[src/rtl/event_encoder.sv]
// event_encoder: latches single-cycle event pulses on N request lines into a
// pending set and drains them as binary indices over a valid/ready stream.
// Selection is either lowest-index-first or round-robin after the last grant.
// Every output comes straight from a flop; no input reaches an output
// combinationally.
module event_encoder #(
  parameter int N           = 4,
  parameter int W           = 2,
  parameter int ROUND_ROBIN = 0
) (
  input  logic         clk,
  input  logic         rst_n,
  input  logic [N-1:0] req,
  input  logic         clr,
  input  logic         out_ready,
  output logic         out_valid,
  output logic [W-1:0] out_code,
  output logic [N-1:0] pending,
  output logic         ovf
);

  // Output stage: IDLE has nothing presented, HOLD presents out_code_q.
  localparam logic [0:0] ST_IDLE = 1'b0;
  localparam logic [0:0] ST_HOLD = 1'b1;

  logic [0:0]   state_q,      state_d;
  logic [W-1:0] out_code_q,   out_code_d;
  logic [N-1:0] pending_q,    pending_d;
  logic         ovf_q,        ovf_d;
  logic [W-1:0] last_grant_q, last_grant_d;

  logic         hold;
  logic         ack;
  logic [N-1:0] cur_oh;
  logic [N-1:0] ack_mask;
  logic [N-1:0] cand;
  logic         load;
  logic [W-1:0] lo_idx;
  logic [W-1:0] rr_idx;
  logic [W-1:0] rr_probe;
  logic         rr_found;
  logic [W-1:0] sel_idx;

  // Handshake and candidate set; the presented bit is masked so it is never
  // picked again while it is still on the bus.
  // NOTE: every signal written in an always_comb gets a default before any
  // branch, otherwise a path that skips the assignment infers a latch.
  always_comb begin
    cur_oh             = '0;
    cur_oh[out_code_q] = 1'b1;
    hold               = (state_q == ST_HOLD);
    ack                = hold & out_ready;
    ack_mask           = ack ? cur_oh : '0;
    cand               = hold ? (pending_q & ~cur_oh) : pending_q;
  end

  // Fixed priority: scanning from the top down lets the lowest set bit win.
  always_comb begin
    lo_idx = '0;
    for (int i = N - 1; i >= 0; i--) begin
      if (cand[i]) lo_idx = W'(i);
    end
  end

  // Round robin: probe indices starting just after the last grant; the W-bit
  // sum wraps naturally because N is a power of two.
  always_comb begin
    rr_idx   = '0;
    rr_probe = '0;
    rr_found = 1'b0;
    for (int k = 0; k < N; k++) begin
      rr_probe = last_grant_q + W'(1) + W'(k);
      if (!rr_found && cand[rr_probe]) begin
        rr_idx   = rr_probe;
        rr_found = 1'b1;
      end
    end
  end

  // Next-state logic: pending/overflow update, output stage, then clr on top.
  always_comb begin
    sel_idx      = (ROUND_ROBIN != 0) ? rr_idx : lo_idx;
    load         = ((state_q == ST_IDLE) || ack) && (|cand);
    state_d      = state_q;
    out_code_d   = out_code_q;
    last_grant_d = last_grant_q;
    // A request landing on the bit being acked re-arms it without overflow.
    pending_d    = (pending_q & ~ack_mask) | req;
    ovf_d        = ovf_q | (|(req & pending_q & ~ack_mask));

    if (load) begin
      state_d      = ST_HOLD;
      out_code_d   = sel_idx;
      last_grant_d = sel_idx;
    end else if (ack) begin
      state_d      = ST_IDLE;
    end

    // clr drops everything in flight (including same-cycle requests) but
    // keeps the code on the bus and the round-robin position.
    if (clr) begin
      state_d      = ST_IDLE;
      pending_d    = '0;
      ovf_d        = 1'b0;
      out_code_d   = out_code_q;
      last_grant_d = last_grant_q;
    end
  end

  // State registers; last_grant starts at N-1 so the first search begins at 0.
  // NOTE: flops use non-blocking assignments so every register samples the
  // pre-edge value of every other register, independent of block order.
  always_ff @(posedge clk or negedge rst_n) begin
    if (!rst_n) begin
      state_q      <= ST_IDLE;
      out_code_q   <= '0;
      pending_q    <= '0;
      ovf_q        <= 1'b0;
      last_grant_q <= W'(N - 1);
    end else begin
      state_q      <= state_d;
      out_code_q   <= out_code_d;
      pending_q    <= pending_d;
      ovf_q        <= ovf_d;
      last_grant_q <= last_grant_d;
    end
  end

  assign out_valid = (state_q == ST_HOLD);
  assign out_code  = out_code_q;
  assign pending   = pending_q;
  assign ovf       = ovf_q;

endmodule

[config.mk]
export PLATFORM = sky130hd
export DESIGN_NAME = event_encoder
export DESIGN_NICKNAME = d
export VERILOG_FILES = /design/src/rtl/event_encoder.sv
export SDC_FILE = /design/constraint.sdc
export NUM_CORES = 1
export LEC_CHECK = 0
export BUFFER_PORTS_ARGS = -buffer_cell sky130_fd_sc_hd__buf_2
export CAP_MARGIN = 10
export CORE_AREA = 2 2 39 41
export DETAILED_ROUTE_END_ITERATION = 12
export DIE_AREA = 0 0 41 43
export SYNTH_ARGS = -nofsm -noshare
export SYNTH_HDL_FRONTEND = slang
export SYNTH_SLANG_ARGS = --single-unit
[constraint.sdc]
create_clock -name clk -period 1.8 [get_ports clk]
set_input_delay 0.36 -clock clk [delete_from_list [all_inputs] [get_ports clk]]
set_output_delay 0.36 -clock clk [all_outputs]
set_load 0.02 [all_outputs]
==> results.py <==
metrics = {
    "clock_tree": {
        "cts_tree": "yes",
        "clock_path_buffers": 2,
        "clk_pin_slew_worst_paths_ns": 0.05,
        "cts_buffers": 3,
        "cts-htree-levels": 1,
        "insertion_delay_ns": 0.25,
        "cts-root-buf": "clkbuf_4",
        "clock_sinks": 8,
        "post-cts-setup-buffers": 0,
    },
    "logic_synthesis": {
        "synth_compound_gate_area_share_pct": 23.8,
        "avgSynthCellArea_um2": 9.31,
        "yosys.area_share.xor_xnor_pct": 0,
        "synthCells": 57,
        "synth_simple_gate_area_share_pct": 22.6,
        "yosys_warnings": 0,
        "netlist_area_um2": 531,
        "synth_nets": 65,
        "seq_area_frac_synth_pct": 37.7,
        "synth.distinct_cells": 25,
        "synth_top_family_by_area": "compound AO/OA/AOI/OAI gates",
        "muxShareOfSynthArea_pct": 3.77,
        "synthAdderAreaFrac_pct": 0,
        "yosys_register_bits": 8,
    },
    "route": {
        "wire_per_inst_um": 12.9,
        "antenna_left": 0,
        "via_per_inst": 5.61,
        "vias": 499,
        "drtIter0Drc": 14,
        "wirelength_mm": 1.15,
        "drc": 0,
        "firstDrtPassIters": 4,
    },
    "worst_setup_path": {
        "cp-startpoint": "out_code[1]",
        "arrival_ns": 1.09,
        "crit_type": "reg2out",
        "reg2regPathDepth": 4,
        "worstPathMaxFanout": 12,
        "cp.depth": 1,
        "start_kind": "flip-flop",
        "slowest_stage": "dfrtp_1",
        "slowest_delay_ns": 0.59,
        "endpoint_kind": "output pin",
        "crit_buf_inv": 1,
        "critPathTopFamily": "flip-flops",
        "crit_chain": "buf_2",
        "reg2reg_from": "out_code[1]",
        "cp.required_ns": 1.44,
    },
    "grt": {
        "grt_max_degree": 13,
        "overflow": 0,
        "grt_usage_pct": 16.9,
        "antenna_found_initial": 0,
        "grt_pass1_vias": 496,
        "grt_pass1_wl_mm": 2.01,
    },
    "finish": {
        "fill_cells": 138,
        "layout_common_cells": "buf_2, dfrtp_1, inv_1, a21oi_1, nor2_1",
        "final_common_cell": "buf_2",
        "layout-drive-gt1-share_pct": 31.5,
        "final_nets": 83,
        "synthToLayoutAreaGrowth_pct": 17.7,
        "diodes": 0,
    },
    "power": {
        "power.switching_uw": 253,
        "comb_power_share_pct": 32.4,
        "finalPower_uw": 632,
        "irDropWorstVdd_v": 0.000467,
        "p_leak_uw": 0.000299,
        "p_seq_share_pct": 46.4,
        "switching_share_pct": 40.0,
        "clock_power_share_pct": 21.1,
        "internal_power_uw": 379,
        "cellPowerDensity_nw_per_um2": 1010,
    },
    "timing": {
        "finalHoldViolations": 0,
        "setup_viol": 0,
        "relSlewSlack_pct": 72.0,
        "worst_pin_slew_ns": 0.420,
        "post-route-period-util_pct": 80.5,
        "rsz0062_at_grt": "no",
        "slew_viol_final": 0,
        "max_freq_mhz": 690,
        "fin_crit_ns": 1.45,
        "setup_tns_ns": 0,
        "fin_skew_ns": 0.00116,
    },
    "placed_design": {
        "routabilityCongestion": 0.749,
        "portBuffers": 15,
    },
    "min_path": {
        "hold_start": "req[3]",
        "worstHoldPathType": "in2reg",
        "hold_depth": 3,
    },
    "floorplanning": {
        "boundaryPins": 16,
        "die_width_um": 41,
        "die_height_um": 43,
        "rows": 14,
        "coreArea_um2": 1380,
        "die_area_um2": 1760,
        "initial_core_util_pct": 38.3,
    },
    "run": {
        "cap_violations": 0,
    },
    "outcome": {
        "run_status": "finished clean",
    },
}
==> worst paths after layout <==
| path | to | slack (ns) |
|---|---|---|
| worst min-delay path | pending[3] | 0.35 |
| worst min register to register | pending[0] | 0.62 |
| worst max-delay path | out_code[1] | 0.35 |
| max in group asynchronous | out_code[1] | 1.15 |
| min in group asynchronous | ovf | 0.48 |
| worst max register to register | ovf | 0.35 |
==> synthesized netlist by cell type <==
cell type  count  area share, %
a21oi_1        6            5.7
a2bb2oi_1      1            1.7
a31oi_1        3            3.5
a32o_1         1            1.9
and4bb_4       1            3.1
buf_6          3            6.4
dfrtp_1        8             38
inv_1          7            5.0
inv_2          1           0.71
mux2i_1        2            3.8
nand2_1        1           0.71
nand2b_1       1            1.2
nand3_1        2            1.9
nand4_1        2            2.4
nor2_1         5            3.5
nor2b_1        1            1.2
nor3_2         1            1.9
nor4b_4        1            4.5
o211a_1        1            1.9
o21ai_0        4            3.8
o21ai_1        1           0.94
o31ai_1        1            1.4
o41ai_2        1            3.1
or2_0          1            1.2
or2_1          1            1.2
==> registers in the layout (all words and copies together), names as in the netlist <==
register and flops:
out_code 2, out_valid 1, ovf 1, pending 4
==> cell type report <==
type	count	area (µm²)	share of cell area, %
multi-input combinational	38	267	42.7
sequential	8	200	32.1
timing repair buffer	16	85.1	13.6
inverter	8	30.0	4.81
clock buffer	3	22.5	3.61
tap	16	20.0	3.21
==> power groups by stage <==
stage               logic [µW]  clock network, µW  registers (µW)
floorplan                  195                  0             275
detailed placement         204                  0             295
CTS                        206                143             292
global placement           204                  0             293
finish                     205                134             293
global route               231                156             302
==> worst min-delay path, cell delays in order <==
cell,delay [ns]
buf_2,0.09
a21oi_1,0.04
nor2_1,0.08
==> logic make-up (layout without fill, tap and decap cells) <==
| kind of cell | Yosys count | count (layout) |
|---|---|---|
| flops | 8 | 8 |
| buf+inv | 11 | 27 |
| mux | 2 | 2 |
| simple gates | 17 | 17 |
| compound gates | 19 | 19 |
==> timing repair <==
action / CTS / global route
hold buffers: 1 / 0
gates resized for setup: 0 / 0
hold endpoints to repair: 8 / 0
endpoints found under the setup margin: 0 / 0
==> per-stage QoR <==
stage          hold slack [ns]  area, µm²  util, %  setup slack, ns  cells
5_1_grt                  0.370        624     45.1            0.246     89
3_3_place_gp             0.215        592     42.8            0.359     85
4_1_cts                  0.341        624     45.1            0.348     89
3_5_place_dp             0.215        592     42.8            0.380     85
6_report                 0.350        624     45.1            0.352     89
2_1_floorplan           0.0644        531        -            0.452     57
==> per-layer routing <==
layer	routed length, µm	GRT usage, %
met4	6	10.7
met3	82	3.66
met1	576	22.5
met5	0	0
met2	484	23.8
(Power assumes the default switching activity.)
